[src/rtl/vga_pkg.sv]
// Shared 640x480@60 timing constants and capture-side types, common to the
// timing controller and the capture block.
package vga_pkg;
  localparam int H_TOTAL  = 800;
  localparam int V_TOTAL  = 525;
  localparam int H_START  = 48;
  localparam int H_ACTIVE = 640;
  localparam int V_START  = 33;
  localparam int V_ACTIVE = 480;

  typedef enum logic [1:0] {SEARCH, TRACK, LOCKED} cap_state_t;
  typedef logic [11:0] pixel_t;

  function automatic logic [9:0] sat_inc10(input logic [9:0] v);
    return (v == 10'h3FF) ? v : v + 10'd1;
  endfunction
endpackage

[src/rtl/vga_sync_edge.sv]
// Registers a 1-bit sync input and flags its rising edge
// (the end of the active-low sync pulse).
module vga_sync_edge (
  input  logic clk,
  input  logic rst,
  input  logic sync,
  output logic rise
);
  logic sync_q;
  logic sync_d;

  always_ff @(posedge clk or posedge rst) begin
    if (rst) begin
      sync_q <= 1'b0;
      sync_d <= 1'b0;
    end else begin
      sync_q <= sync;
      sync_d <= sync_q;
    end
  end

  assign rise = sync_q & ~sync_d;
endmodule

[src/rtl/vga_capture.sv]
// VGA receiver: recovers row/column from hs/vs edges, qualifies line and frame
// lengths to declare lock, and writes active pixels into a frame RAM while locked.
module vga_capture #(
  parameter int H_TOTAL  = vga_pkg::H_TOTAL,
  parameter int V_TOTAL  = vga_pkg::V_TOTAL,
  parameter int H_START  = vga_pkg::H_START,
  parameter int H_ACTIVE = vga_pkg::H_ACTIVE,
  parameter int V_START  = vga_pkg::V_START,
  parameter int V_ACTIVE = vga_pkg::V_ACTIVE
) (
  input  logic        clk,
  input  logic        rst,
  input  logic        hs,
  input  logic        vs,
  input  logic [3:0]  r,
  input  logic [3:0]  g,
  input  logic [3:0]  b,
  output logic        wr_en,
  output logic [8:0]  wr_row,
  output logic [9:0]  wr_col,
  output logic [11:0] wr_data,
  output logic        frame_start,
  output logic        locked,
  output logic        sync_err
);
  import vga_pkg::*;

  // h_cnt reads 0 one cycle after the hs_rise cycle, so it trails the
  // registered pixel position by one; the column window is shifted to match.
  localparam int COL_LO = H_START - 1;

  logic       hs_rise;
  logic       vs_rise;
  pixel_t     rgb_q;
  logic [9:0] h_cnt;
  logic [9:0] v_cnt;
  logic [9:0] line_count;
  logic       v_pend;
  logic       frame_err;
  cap_state_t state;

  logic [10:0] h_len;
  logic        line_bad;
  logic        frame_ok;
  logic        h_timeout;
  logic        in_rows;
  logic        in_cols;
  logic        wr_now;

  vga_sync_edge u_hs_edge (.clk(clk), .rst(rst), .sync(hs), .rise(hs_rise));
  vga_sync_edge u_vs_edge (.clk(clk), .rst(rst), .sync(vs), .rise(vs_rise));

  assign h_len     = {1'b0, h_cnt} + 11'd1;
  assign line_bad  = hs_rise && (h_len != 11'(H_TOTAL));
  assign frame_ok  = (line_count == 10'(V_TOTAL));
  assign h_timeout = (h_cnt == 10'h3FF);
  assign in_rows   = (v_cnt >= 10'(V_START)) && (v_cnt < 10'(V_START + V_ACTIVE));
  assign in_cols   = (h_cnt >= 10'(COL_LO)) && (h_cnt < 10'(COL_LO + H_ACTIVE));
  assign wr_now    = (state == LOCKED) && in_rows && in_cols;

  // Input register and line/frame position counters
  always_ff @(posedge clk or posedge rst) begin
    if (rst) begin
      rgb_q      <= '0;
      h_cnt      <= '0;
      v_cnt      <= '0;
      line_count <= '0;
      v_pend     <= 1'b0;
    end else begin
      rgb_q <= {r, g, b};
      if (hs_rise)
        h_cnt <= '0;
      else
        h_cnt <= sat_inc10(h_cnt);
      if (vs_rise) begin
        v_cnt      <= '0;
        v_pend     <= ~hs_rise;
        line_count <= hs_rise ? 10'd1 : 10'd0;
      end else if (hs_rise) begin
        v_cnt      <= v_pend ? 10'd0 : sat_inc10(v_cnt);
        v_pend     <= 1'b0;
        line_count <= sat_inc10(line_count);
      end
    end
  end

  // Lock FSM with registered status outputs
  always_ff @(posedge clk or posedge rst) begin
    if (rst) begin
      state       <= SEARCH;
      frame_err   <= 1'b0;
      locked      <= 1'b0;
      frame_start <= 1'b0;
      sync_err    <= 1'b0;
    end else begin
      frame_start <= 1'b0;
      sync_err    <= 1'b0;
      if (h_timeout) begin
        sync_err <= (state == LOCKED);
        state    <= SEARCH;
        locked   <= 1'b0;
      end else begin
        case (state)
          SEARCH: begin
            if (vs_rise) begin
              state     <= TRACK;
              frame_err <= line_bad;
            end
          end
          TRACK: begin
            if (vs_rise) begin
              if (!frame_err && !line_bad && frame_ok) begin
                state       <= LOCKED;
                locked      <= 1'b1;
                frame_start <= 1'b1;
              end else begin
                frame_err <= line_bad;
              end
            end else if (line_bad) begin
              frame_err <= 1'b1;
            end
          end
          LOCKED: begin
            if (line_bad || (vs_rise && !frame_ok)) begin
              state    <= SEARCH;
              locked   <= 1'b0;
              sync_err <= 1'b1;
            end else if (vs_rise) begin
              frame_start <= 1'b1;
            end
          end
          default: begin
            state  <= SEARCH;
            locked <= 1'b0;
          end
        endcase
      end
    end
  end

  // Pixel RAM write port; address and data hold between writes
  always_ff @(posedge clk or posedge rst) begin
    if (rst) begin
      wr_en   <= 1'b0;
      wr_row  <= '0;
      wr_col  <= '0;
      wr_data <= '0;
    end else begin
      wr_en <= wr_now;
      if (wr_now) begin
        wr_row  <= 9'(v_cnt - 10'(V_START));
        wr_col  <= h_cnt - 10'(COL_LO);
        wr_data <= rgb_q;
      end
    end
  end
endmodule

[config.mk]
export PLATFORM = sky130hd
export DESIGN_NAME = vga_capture
export DESIGN_NICKNAME = d
export VERILOG_FILES = /design/src/rtl/vga_pkg.sv /design/src/rtl/vga_sync_edge.sv /design/src/rtl/vga_capture.sv
export SDC_FILE = /design/constraint.sdc
export NUM_CORES = 1
export LEC_CHECK = 0
export CAP_MARGIN = 10
export CORE_MARGIN = 8
export CORE_UTILIZATION = 50
export DETAILED_ROUTE_END_ITERATION = 12
export GPL_TIMING_DRIVEN = 0
export PLACE_DENSITY = 0.73
export SYNTH_ARGS = -nofsm -noshare
export SYNTH_HDL_FRONTEND = slang
export SYNTH_SLANG_ARGS = --single-unit
[constraint.sdc]
create_clock -name clk -period 3.47 [get_ports clk]
set_input_delay 0.5205 -clock clk [delete_from_list [all_inputs] [get_ports clk]]
set_output_delay 0.5205 -clock clk [all_outputs]
set_load 0.02 [all_outputs]
-- Word level (Yosys, flattened, before mapping)
Index checks and enable logic that the tools add are counted.
W data, S select, Z words.
- register bits after elaboration: 85
- bits in latches: 0
- memory bits (writable): 0
- bits in read-only memories: 0
- output and inout port bits: 35
- memories kept: 0
- add/sub/neg operators: 6
- multiply operators: 0
- divide/modulo/power cells: 0
- order comparisons: 4
- eq/ne operators: 18
- shift-type cells: 0
- muxes and demuxes: 37
- bitwise gates (word level): 6
- reductions and logical operators: 20
- operators by type and width (operator ; count):
    $mux W10 ; 9
    $eq A10 B10 Y1 const B ; 4
    $add A10 B1 Y10 const B ; 3
    $ge A10 B6 Y1 const B ; 2
    $lt A10 B10 Y1 const B ; 2
    $mux W1 ; 19
    $ne A3 B3 Y1 const B ; 6
    $add A10 B1 Y11 const B ; 1
    $ne A11 B10 Y1 const B ; 1
    $mux W2 ; 5
    $sub A10 B6 Y10 const B ; 1
    $sub A9 B6 Y9 const B ; 1
    $logic_and A1 B1 Y1 ; 8
    $ne A2 B2 Y1 const B ; 4
    $reduce_and A4 Y1 ; 2
    $pmux W2 S3 ; 1
    $reduce_and A5 Y1 ; 1
    $not A1 Y1 ; 4
    $pmux W1 S2 ; 2
    $reduce_and A2 Y1 ; 2
    $reduce_bool A2 Y1 ; 2
    $logic_not A1 Y1 ; 3
    $ne A3 B2 Y1 const B ; 1
    $pmux W1 S3 ; 1
    5 further kinds ; 6

-- Depth between registers and ports, before layout
Gate-level depths: netlist of run 1.
- depth in word-level cells: 10
- depth in mapped cells: 11

-- Cells and area by module
From an unflattened synthesis of run 1, not the netlist that was laid out.
- cells, all modules: 392
- area total of the unflattened synthesis: 4147.7 um^2
- modules (own cells, without submodules) (module ; instances ; cells an instance ; area an instance (um^2)):
    vga_capture ; 1 ; 384 ; 4012.6
    vga_sync_edge ; 2 ; 4 ; 67.6

-- Worst setup path after synthesis of run 1
Ideal clock, no wire load.
- path type: register to register
- start point: register v_cnt[0]
- end point: register wr_col[1]
- setup time: 0.125 ns
- arrival: 2.164 ns
- setup slack: 1.180 ns
- cell stages (with the launch flop): 11
- path buffers: 2
- period minus slack after synthesis: 2.290 ns
- cells stage by stage: dfrtp_1 inv_1 ha_1 or4b_4 o21ai_1 a21o_1 o21ai_1 o2111a_1 buf_6 buf_6 mux2_4
- longest elaborated chain between the ends: 4
- elaborated cells on any way between the ends: 5
- those cells by class: order compare (2); reduce/logical (3)
- RTL lines (what ; RTL line ; RTL):
    start: declaration ; vga_capture.sv:36 ; logic [9:0] v_cnt;
    start signal: assignment ; vga_capture.sv:80 ; v_cnt <= v_pend ? 10'd0 : sat_inc10(v_cnt);
    $ge A10 B6 Y1 or $lt A10 B10 Y1 (tied branches) ; vga_capture.sv:57 ; assign in_rows = (v_cnt >= 10'(V_START)) && (v_cnt < 10'(V_START + V_ACTIVE));
    $logic_and A1 B1 Y1 (*) ; vga_capture.sv:57 ;
    $logic_and A1 B1 Y1 (*) (2 in series) ; vga_capture.sv:59 ; assign wr_now = (state == LOCKED) && in_rows && in_cols;
    end signal: assignment ; vga_capture.sv:152 ; wr_col <= h_cnt - 10'(COL_LO);
    end: declaration ; vga_capture.sv:20 ; output logic [9:0] wr_col,
Mark *: on every way between the ends. The rest lies on a longest branch, timed or not.
A chain may end at the register's enable or synchronous reset.

-- Worst setup path in the final report of run 1
- start point: register h_cnt[1]
- end point: register wr_data[6]
- longest elaborated chain between the ends: 3
- elaborated cells on any way between the ends: 4
- those cells by class: order compare (2); reduce/logical (2)
- RTL lines (what ; RTL line ; RTL):
    start: declaration ; vga_capture.sv:35 ; logic [9:0] h_cnt;
    start signal: assignment ; vga_capture.sv:74 ; h_cnt <= sat_inc10(h_cnt);
    $ge A10 B6 Y1 or $lt A10 B10 Y1 (tied branches) ; vga_capture.sv:58 ; assign in_cols = (h_cnt >= 10'(COL_LO)) && (h_cnt < 10'(COL_LO + H_ACTIVE));
    $logic_and A1 B1 Y1 (*) ; vga_capture.sv:58 ;
    $logic_and A1 B1 Y1 (*) ; vga_capture.sv:59 ;
    end signal: assignment ; vga_capture.sv:153 ; wr_data <= rgb_q;
    end: declaration ; vga_capture.sv:21 ; output logic [11:0] wr_data,
Marks and branches as above.

==> summary.txt, run 1 <==
Worst hold path
  • Hold Startpoint: u_vs_edge.sync_q
  • Hold path cells: 0
  • Worst hold path type: reg -> reg
  • WHS Endpoint: u_vs_edge.sync_d

Cells and area
  • Layout Nets: 478
  • P&R area growth vs syn: 20.5%
  • Filler Cells Inserted: 649
  • Commonest non-fill, non-tap cell in the layout: dfrtp_1
  • Multi-input gate area in the final layout: 1790 sq um
  • N_diodes: 0
  • Post-route insts no fill: 563
  • Register area: 2130 sq um
  • Final instance area: 4960 sq um
  • Core Util, Final: 61.3%
  • Layout cell share with drive strength beyond 1: 13.1%
  • Most frequent cells in the layout: dfrtp_1 (85), clkdlybuf4s50_1 (50), nor2_1 (42)

Power
  • Part of the power in the clock network: 30.9%
  • P_int: 1.46 mW
  • Power Density: 428 nW/um^2
  • Combinational share of power: 17.1%
  • Seq pwr share: 51.9%
  • Maximum vdd drop: 0.285 mV
  • Sw frac: 31.0%
  • P_sw: 0.659 mW
  • Leak: 2.14 nW
  • Tot Pwr: 2.12 mW

Routing
  • Top Layer Used: met4
  • Vias: 3,080
  • Routed wl met2: 4150 microns
  • Avg WL per Cell: 15.7 microns
  • Metal-1 WL: 4090 microns
  • WL final: 8850 microns
  • Via-per-instance ratio: 5.47
  • Iter 0 DRT Violations: 159
  • Routed wl met3: 475 microns
  • Antenna-violating nets left: 0
  • # DRC: 0
  • DR pass1 iterations: 4

Global route
  • Global route overflow: 0
  • Number of global-route vias before repair: 3,115
  • First-pass GRT wire length: 15,200 microns
  • Initial antenna violation count: 0
  • Largest net degree at the start of global routing: 54
  • All-Layer GR Usage: 16.4%

STA
  • Final setup fails: 0
  • Clk_skew: 0.00958 ns
  • Worst rel slew slack: 50.6%
  • Worst slew pin tran: 0.734 ns
  • RSZ-0062 raised after global routing: false
  • Tmin final: 2.57 ns
  • Fin crit share: 74.2%
  • Final hold viol count: 0
  • Fmax: 389 MHz
  • Slew Limit Fails: 0
  • Worst hold margin: 0.403 ns

Critical path
  • Crit path capture type: flop
  • Max FO, Critical Path: 10
  • Reg2Reg Launch Point: h_cnt[1]
  • R2R depth: 9
  • R2r endpoint: wr_data[6]
  • Worst Path Class, Setup: reg -> reg
  • Arrival time at the worst endpoint: 2.83 ns
  • Req. time, crit path: 3.72 ns
  • R2R Setup Slk: 0.90 ns
  • Startpoint types: flop

Synth
  • Synth Register Bits: 85
  • Yosys warning count: 0
  • Syn Nets: 416
  • Async SR Flop Fraction: 100%
  • Synthesized area: 4120 sq um
  • Syn avg cell area: 10.5 sq um
  • Cell taking the most area after synthesis: dfrtp_1
  • Dominant synthesized flop cell: dfrtp_1
  • Synth unique cells: 52
  • Seq/Total Area, Yosys: 51.7%
  • Number of synthesized flops with an enable pin: 0
  • Top-area cell type share of the netlist area: 51.7%
  • Synth Instances: 391
  • Area contributors post-synth: dfrtp_1 (52%), mux2_4 (5.8%), nor2_1 (3.8%)

CTS
  • Hold buffers post-CTS: 0
  • CTS Buf Count: 9
  • Worst-case clock buffer depth: 2
  • Post-CTS sizing: 0
  • Clock-pin slew on the worst setup and hold paths: 0.09 ns
  • # Post-CTS Setup Buffers: 0
  • CTS Root Cell: clkbuf_8
  • CTS tree: yes
  • CTS H-tree depth: 3
  • Clk_lat worst skew: 0.36 ns
  • # clock sinks: 85

Floorplan
  • Die span in x: 107 microns
  • Die area: 11,400 sq um
  • Io pins: 51
  • Die height: 107 microns
  • Core area: 8090 sq um
  • Initial Util: 50.9%
  • FP Rows: 33

Placement
  • Area after DPL: 4780 sq um
  • Port bufs: 50
  • Placer Congestion: 0.916
  • Dpl hpwl: 6420 microns
  • Dpl cells: 547

Job
  • Max_cap viols: 0

Run status
  • Status: finished, final reports clean
## critical path, cell delays in order, from the launching register on
cell and delay, ns:
dfrtp_1 0.46, ha_1 0.30, and3_1 0.24, o21ai_1 0.27
a21boi_0 0.15, o21ai_0 0.17, o2111a_1 0.24, buf_6 0.13
buf_6 0.18, mux2_4 0.32
## per-stage QoR
step | setup slack (ns) | TNS, ns
finish | 0.896 | 0
global placement | -0.518 | -43.56
global route | 0.675 | 0
floorplan | 0.756 | 0
CTS | 0.893 | 0
detailed placement | 0.911 | 0
## routing by layer
metal / GRT usage (%) / vias up
met4: 6.13 / 0
met1: 21.0 / 1494
met3: 3.60 / 11
li1: - / 1491
met5: 0 / -
met2: 26.7 / 84
## registers in the layout, summed over array words and instances (netlist names)
signal,cells
frame_err,1
u_hs_edge.sync_d,1
rgb_q,12
frame_start,1
wr_row,9
v_cnt,10
h_cnt,10
line_count,10
sync_err,1
u_vs_edge.sync_d,1
wr_col,10
wr_en,1
state,2
wr_data,12
v_pend,1
locked,1
u_vs_edge.sync_q,1
u_hs_edge.sync_q,1
## cells in the mapped netlist, types with 5 or more instances
library cell	n
buf_2	6
nand2_1	28
nor3_1	8
mux2_4	16
o31ai_1	5
nand2b_1	5
dfrtp_1	85
o21ai_0	23
nand4_1	7
nor2_1	42
clkbuf_1	7
inv_1	18
xnor2_1	18
ha_1	9
a21oi_1	26
xor2_1	5
and3_1	5
a31oi_1	7
nand3_1	12
buf_6	5
## cell type report
class	count	share of cell area, %
Tap cell	105	2.65
Clock inverter	7	1.16
Multi-Input combinational cell	266	36.1
Sequential cell	85	42.9
Buffer	22	2.67
Inverter	18	1.41
Clock buffer	9	2.50
Timing Repair Buffer	51	10.6
## power groups by stage
stage,logic [mW],clock network (mW),registers (mW)
2_1_floorplan,0.276,0,1.11
3_3_place_gp,0.348,0,1.12
3_5_place_dp,0.360,0,1.12
4_1_cts,0.362,0.672,1.10
5_1_grt,0.410,0.710,1.11
6_report,0.364,0.656,1.10
## kinds of logic after synthesis
family / Yosys count / synth area share [%]
AOI/OAI and AO/OA: 84 / 12.8
xor gates and xnor gates: 23 / 4.90
adders and majority gates: 9 / 2.74
buffers and inverters: 40 / 4.86
DFF: 85 / 51.7
muxes: 22 / 7.39
and+or+nand+nor: 128 / 15.6
## worst max-delay path by stage
stage,from,to,slack [ns]
CTS,h_cnt[1],wr_data[7],0.89
floorplan,rst,frame_err,0.76
detailed placement,h_cnt[1],wr_data[6],0.91
global placement,rst,state[0],-0.52
finish,h_cnt[1],wr_data[6],0.90
global route,h_cnt[1],wr_data[6],0.68
Power figures use the tool's default switching activity.
==> inputs of run 2 (changes only) <==
Clock period 3.47 ns to 2.5 ns, I/O delays scaled along.
==> summary.txt, run 2 (synthesis gave the netlist of run 1 again) <==
CTS
  • CTS tree: yes
  • CTS Buf Count: 9
  • Hold buffers post-CTS: 0
  • Worst-case clock buffer depth: 2
  • CTS H-tree depth: 3
  • CTS Root Cell: clkbuf_8
  • # clock sinks: 85
  • Clock-pin slew on the worst setup and hold paths: 0.09 ns
  • Clk_lat worst skew: 0.36 ns

Critical path
  • R2R depth: 9
  • Max FO, Critical Path: 10
  • Max incr delay on CP: 0.46 ns
  • Worst Path Class, Setup: reg -> reg
  • CP max-delay cell: dfrtp_1
  • Startpoint types: flop
  • Cell mode on critical path: buf_6
  • Arrival time at the worst endpoint: 2.60 ns
  • Crit path capture type: flop
  • CP cell instances: ha_2 -> and3_1 -> o21ai_2 -> a21boi_0 -> o21ai_0 -> o2111a_1 -> buf_6 -> buf_6 -> mux2_4
  • Req. time, crit path: 2.75 ns

Routing
  • Vias: 3,101
  • Iter 0 DRT Violations: 154
  • Avg WL per Cell: 15.6 microns
  • WL final: 8830 microns
  • DR pass1 iterations: 4
  • # DRC: 0
  • Antenna-violating nets left: 0
  • Via-per-instance ratio: 5.47

Floorplan
  • Io pins: 51
  • Die height: 107 microns
  • FP Rows: 33
  • Die area: 11,400 sq um
  • Core area: 8090 sq um
  • Initial Util: 50.9%
  • Die span in x: 107 microns

Global route
  • Largest net degree at the start of global routing: 39
  • Initial antenna violation count: 0
  • Number of global-route vias before repair: 3,038
  • Global route overflow: 0
  • First-pass GRT wire length: 14,800 microns
  • All-Layer GR Usage: 16.0%

Cells and area
  • Layout Nets: 482
  • Commonest non-fill, non-tap cell in the layout: dfrtp_1
  • Filler Cells Inserted: 680
  • P&R area growth vs syn: 21.7%
  • Layout cell share with drive strength beyond 1: 15.6%
  • N_diodes: 0
  • Most frequent cells in the layout: dfrtp_1 (83), clkdlybuf4s50_1 (50), nor2_1 (42)
  • Biggest regs: rgb_q: 12 flops, wr_data: 12 flops
  • Core Util, Final: 61.9%

Run status
  • Status: finished, final reports clean

Worst hold path
  • Worst hold path type: in -> async

Power
  • Power Density: 590 nW/um^2
  • Leak: 2.16 nW
  • Tot Pwr: 2.96 mW
  • Maximum vdd drop: 0.381 mV

STA
  • Fmax: 424 MHz
  • Clk_skew: 0.00931 ns
  • Worst slew pin tran: 0.792 ns
  • Worst rel slew slack: 46.7%
  • Final setup fails: 0
  • Worst hold margin: 0.373 ns
  • RSZ-0062 raised after global routing: false
  • Fin crit share: 94.3%
  • Fin Setup TNS: 0 ns
  • Final hold viol count: 0
  • Slew Limit Fails: 0
  • Tmin final: 2.36 ns

Placement
  • Dpl hpwl: 6480 microns
  • Placer Congestion: 0.887
  • Port bufs: 50

Job
  • Max_cap viols: 0
run 2: cell count changes in the layout (fill, tap and decap cells not counted), moves of 2 or more:
cell / delta
dfrtp_1: -2
buf_12: +2
ha_1: -2
buf_4: +3
inv_1: -2
clkinv_2: +2
dfrtp_2: +2
inv_2: +2
clkinv_4: -2
run 2: worst max-delay path: cells and delay by family, from the launching register on:
kind,cells,cell delay [ns]
AOI/OAI and AO/OA,4,0.69
adders and majority gates,1,0.25
buffers and inverters,2,0.30
DFF,1,0.46
muxes,1,0.31
and+or+nand+nor,1,0.23
run 2: path summary, 6_finish.rpt:
path | startpoint | to | slack [ns]
worst min register to register | u_vs_edge.sync_q | u_vs_edge.sync_d | 0.40
worst max-delay path | h_cnt[1] | wr_col[4] | 0.14
min in group clk | u_vs_edge.sync_q | u_vs_edge.sync_d | 0.40
max in group asynchronous | rst | line_count[3] | 1.38
worst max register to register | h_cnt[1] | wr_col[4] | 0.14
worst min-delay path | rst | wr_data[3] | 0.37
run 2: cell type report:
class | count | area (sq um) | share of cell area [%]
Buffer | 22 | 134 | 2.67
Clock inverter | 7 | 50.0 | 0.999
Tap cell | 105 | 131 | 2.62
Sequential cell | 85 | 2130 | 42.5
Clock buffer | 9 | 124 | 2.47
Inverter | 18 | 71.3 | 1.42
Timing Repair Buffer | 55 | 563 | 11.2
Multi-Input combinational cell | 266 | 1810 | 36.1
run 2: metrics by stage:
stage          setup slack, ns  cell area (sq um)  instances
2_1_floorplan            0.210               4120        391
3_3_place_gp            0.0137               4750        546
3_5_place_dp           -0.0221               4790        548
4_1_cts                0.00476               4980        565
5_1_grt                 0.0123               5010        567
6_report                 0.142               5010        567
run 2: layer usage:
layer  share of wire (%)  vias up  GRT usage (%)
met5                   0        -              0
met4                 1.4        0           6.23
met3                 5.0       10           3.30
met2                  46       89           24.6
met1                  47     1507           21.7
li1                    -     1495              -
run 2: where the power goes:
part / switching (mW) / internal (mW)
combinational: 0.310 / 0.239
clock: 0.519 / 0.364
sequential: 0.0757 / 1.45
run 2: what timing repair did:
action                                  CTS  global route
endpoints found under the setup margin   16            27
buffers inserted                          1             2
gates resized for setup                   2             8
==> inputs of run 3 (changes only) <==
Settings changed: CORE_MARGIN 8 to unset, SETUP_SLACK_MARGIN set to 0.02, SYNTH_HIERARCHICAL set to 1.
==> summary.txt, run 3 <==
Critical path
  • Startpoint types: flop
  • Reg2Reg Launch Point: v_cnt[0]
  • Crit path capture type: flop
  • Worst Path Class, Setup: reg -> reg
  • Worst setup startpoint: v_cnt[0]
  • Max FO, Critical Path: 10
  • Req. time, crit path: 2.75 ns
  • Arrival time at the worst endpoint: 2.83 ns

Routing
  • # DRC: 0
  • Vias: 3,089
  • Iter 0 DRT Violations: 112
  • Avg WL per Cell: 15.0 microns
  • Via-per-instance ratio: 5.43
  • DR pass1 iterations: 4
  • WL final: 8560 microns
  • Antenna-violating nets left: 0

Floorplan
  • Die span in x: 93.1 microns
  • Die height: 93.1 microns
  • Die area: 8660 sq um
  • FP Rows: 32
  • Core area: 7890 sq um
  • Io pins: 51
  • Initial Util: 52.6%

CTS
  • Clock-pin slew on the worst setup and hold paths: 0.08 ns
  • CTS tree: yes
  • Hold buffers post-CTS: 0
  • Clk_lat worst skew: 0.36 ns
  • CTS H-tree depth: 3
  • CTS Root Cell: clkbuf_8
  • Worst-case clock buffer depth: 2
  • # clock sinks: 85
  • CTS Buf Count: 9

Cells and area
  • Layout cell share with drive strength beyond 1: 18.4%
  • Biggest regs: rgb_q: 12 flops, wr_data: 12 flops
  • Filler Cells Inserted: 620
  • Most frequent cells in the layout: dfrtp_1 (83), clkdlybuf4s50_1 (50), nor2_1 (42)
  • P&R area growth vs syn: 26.5%
  • Multi-input gate area in the final layout: 1920 sq um
  • N_diodes: 0
  • Register area: 2130 sq um
  • Commonest non-fill, non-tap cell in the layout: dfrtp_1
  • Final instance area: 5250 sq um
  • Layout Nets: 488

STA
  • Fin crit share: 103%
  • Final setup fails: 19
  • Worst Slack Setup Final: -0.0798 ns
  • Worst slew pin tran: 0.593 ns
  • Final hold viol count: 0
  • Slew Limit Fails: 0
  • Fmax: 388 MHz
  • RSZ-0062 raised after global routing: true
  • Clk_skew: 0.00573 ns
  • Worst rel slew slack: 60.5%
  • Tmin final: 2.58 ns
  • Fin Setup TNS: -1.16 ns

Placement
  • Placer Congestion: 0.812
  • Area after DPL: 4810 sq um
  • Dpl hpwl: 5890 microns
  • Place WS: -0.303 ns
  • Port bufs: 50

Synth
  • Synth unique cells: 53
  • Async SR Flop Fraction: 100%
  • Number of synthesized flops with an enable pin: 0
  • Top-area cell type share of the netlist area: 51.3%
  • Area contributors post-synth: dfrtp_1 (51%), nor2_1 (3.9%), mux2_4 (3.6%)
  • Cell taking the most area after synthesis: dfrtp_1
  • Syn Nets: 417
  • Synthesized area: 4150 sq um
  • Most common cell in the netlist: dfrtp_1
  • Synth Register Bits: 85
  • Yosys warning count: 6
  • Seq/Total Area, Yosys: 51.3%
  • Synth Instances: 392
  • Top cells by count, synth: dfrtp_1 (85), nor2_1 (43), nand2_1 (30)
  • Syn avg cell area: 10.6 sq um
  • Dominant synthesized flop cell: dfrtp_1

Power
  • Combinational share of power: 18.8%
  • Seq pwr share: 49.6%
  • Maximum vdd drop: 0.418 mV
  • P_int: 2.20 mW
  • P_sw: 0.909 mW
  • Sw frac: 29.2%
  • Leak: 2.23 nW
  • Part of the power in the clock network: 31.5%
  • Power Density: 592 nW/um^2

Global route
  • Number of global-route vias before repair: 3,027
  • First-pass GRT wire length: 14,200 microns
  • All-Layer GR Usage: 21.2%
  • Global route overflow: 0
  • Initial antenna violation count: 0
  • Largest net degree at the start of global routing: 65

Job
  • Max_cap viols: 0

Run status
  • Failing checks: setup timing
  • Status: complete, but fails checks

Worst hold path
  • Worst hold path type: in -> async
-- run 3: cell count changes in the layout (fill, tap and decap cells not counted), sizes merged, moves of 5 or more --
cell	before	now
buf	16	22
o21a	0	5
o21ai	27	15
xor2	5	10
-- run 3: critical path, cell delays in order, from the launching register on --
cell	delay (ns)
dfrtp_2	0.42
inv_2	0.08
ha_4	0.12
or4b_4	0.45
or4b_1	0.47
nand3_1	0.10
o2111a_1	0.20
buf_6	0.15
buf_12	0.15
mux2_4	0.31
-- run 3: path summary, 6_finish.rpt --
check	endpoint	slack, ns	depth (start not counted)
setup reg to reg	wr_data[8]	-0.08	9
min in group clk	u_vs_edge/sync_d	0.39	0
hold / removal	u_vs_edge/sync_q	0.26	2
max in group asynchronous	h_cnt[0]	1.58	3
setup / recovery	wr_data[8]	-0.08	9
hold reg to reg	u_vs_edge/sync_d	0.39	0
-- run 3: metrics by stage --
step	std cells	hold slack, ns	power [mW]	util (%)
global placement	544	0.370	2.00	60.6
global route	569	0.294	3.25	66.5
floorplan	392	0.116	1.88	-
detailed placement	545	0.371	2.03	61.0
CTS	570	0.247	3.07	65.1
finish	569	0.256	3.11	66.5
-- run 3: cell families (layout without fill, tap and decap cells) --
family / after synthesis / count (layout) / synth area share [%]
DFF: 85 / 85 / 51.3
buffers and inverters: 42 / 117 / 5.25
AOI/OAI and AO/OA: 70 / 70 / 11.3
and+or+nand+nor: 138 / 138 / 17.2
adders and majority gates: 9 / 9 / 2.71
muxes: 22 / 22 / 6.76
xor gates and xnor gates: 26 / 26 / 5.49
-- run 3: metal layers --
metal / global-route usage [%] / vias to the layer above / wire length (microns) / part of all wire, %
li1: - / 1501 / - / -
met1: 26.7 / 1513 / 3890 / 45
met2: 35.0 / 67 / 4230 / 49
met3: 4.47 / 8 / 311 / 3.6
met4: 9.36 / 0 / 127 / 1.5
met5: 0 / - / 0 / 0
-- run 3: layout make-up --
type / instances / area share, %
inverter: 18 / 1.33
timing repair buffer: 65 / 12.7
sequential: 85 / 40.6
clock inverter: 6 / 1.36
clock buffer: 9 / 2.36
buffer: 19 / 2.62
multi-input combinational: 265 / 36.6
tap: 102 / 2.43
-- run 3: power groups by stage --
stage	Combinational, mW	Sequential, mW	Clock (mW)
after floorplan	0.344	1.54	0
after global placement	0.438	1.57	0
after detailed placement	0.458	1.57	0
after CTS	0.536	1.53	1.01
after global routing	0.645	1.55	1.05
final	0.586	1.54	0.979
-- run 3: timing repair --
| item | in CTS | in global routing |
|---|---|---|
| buffers inserted | 11 | 3 |
| cloned | 0 | 1 |
| setup endpoints to repair | 37 | 41 |
| pin swaps | 3 | 4 |
| resized for setup | 16 | 18 |
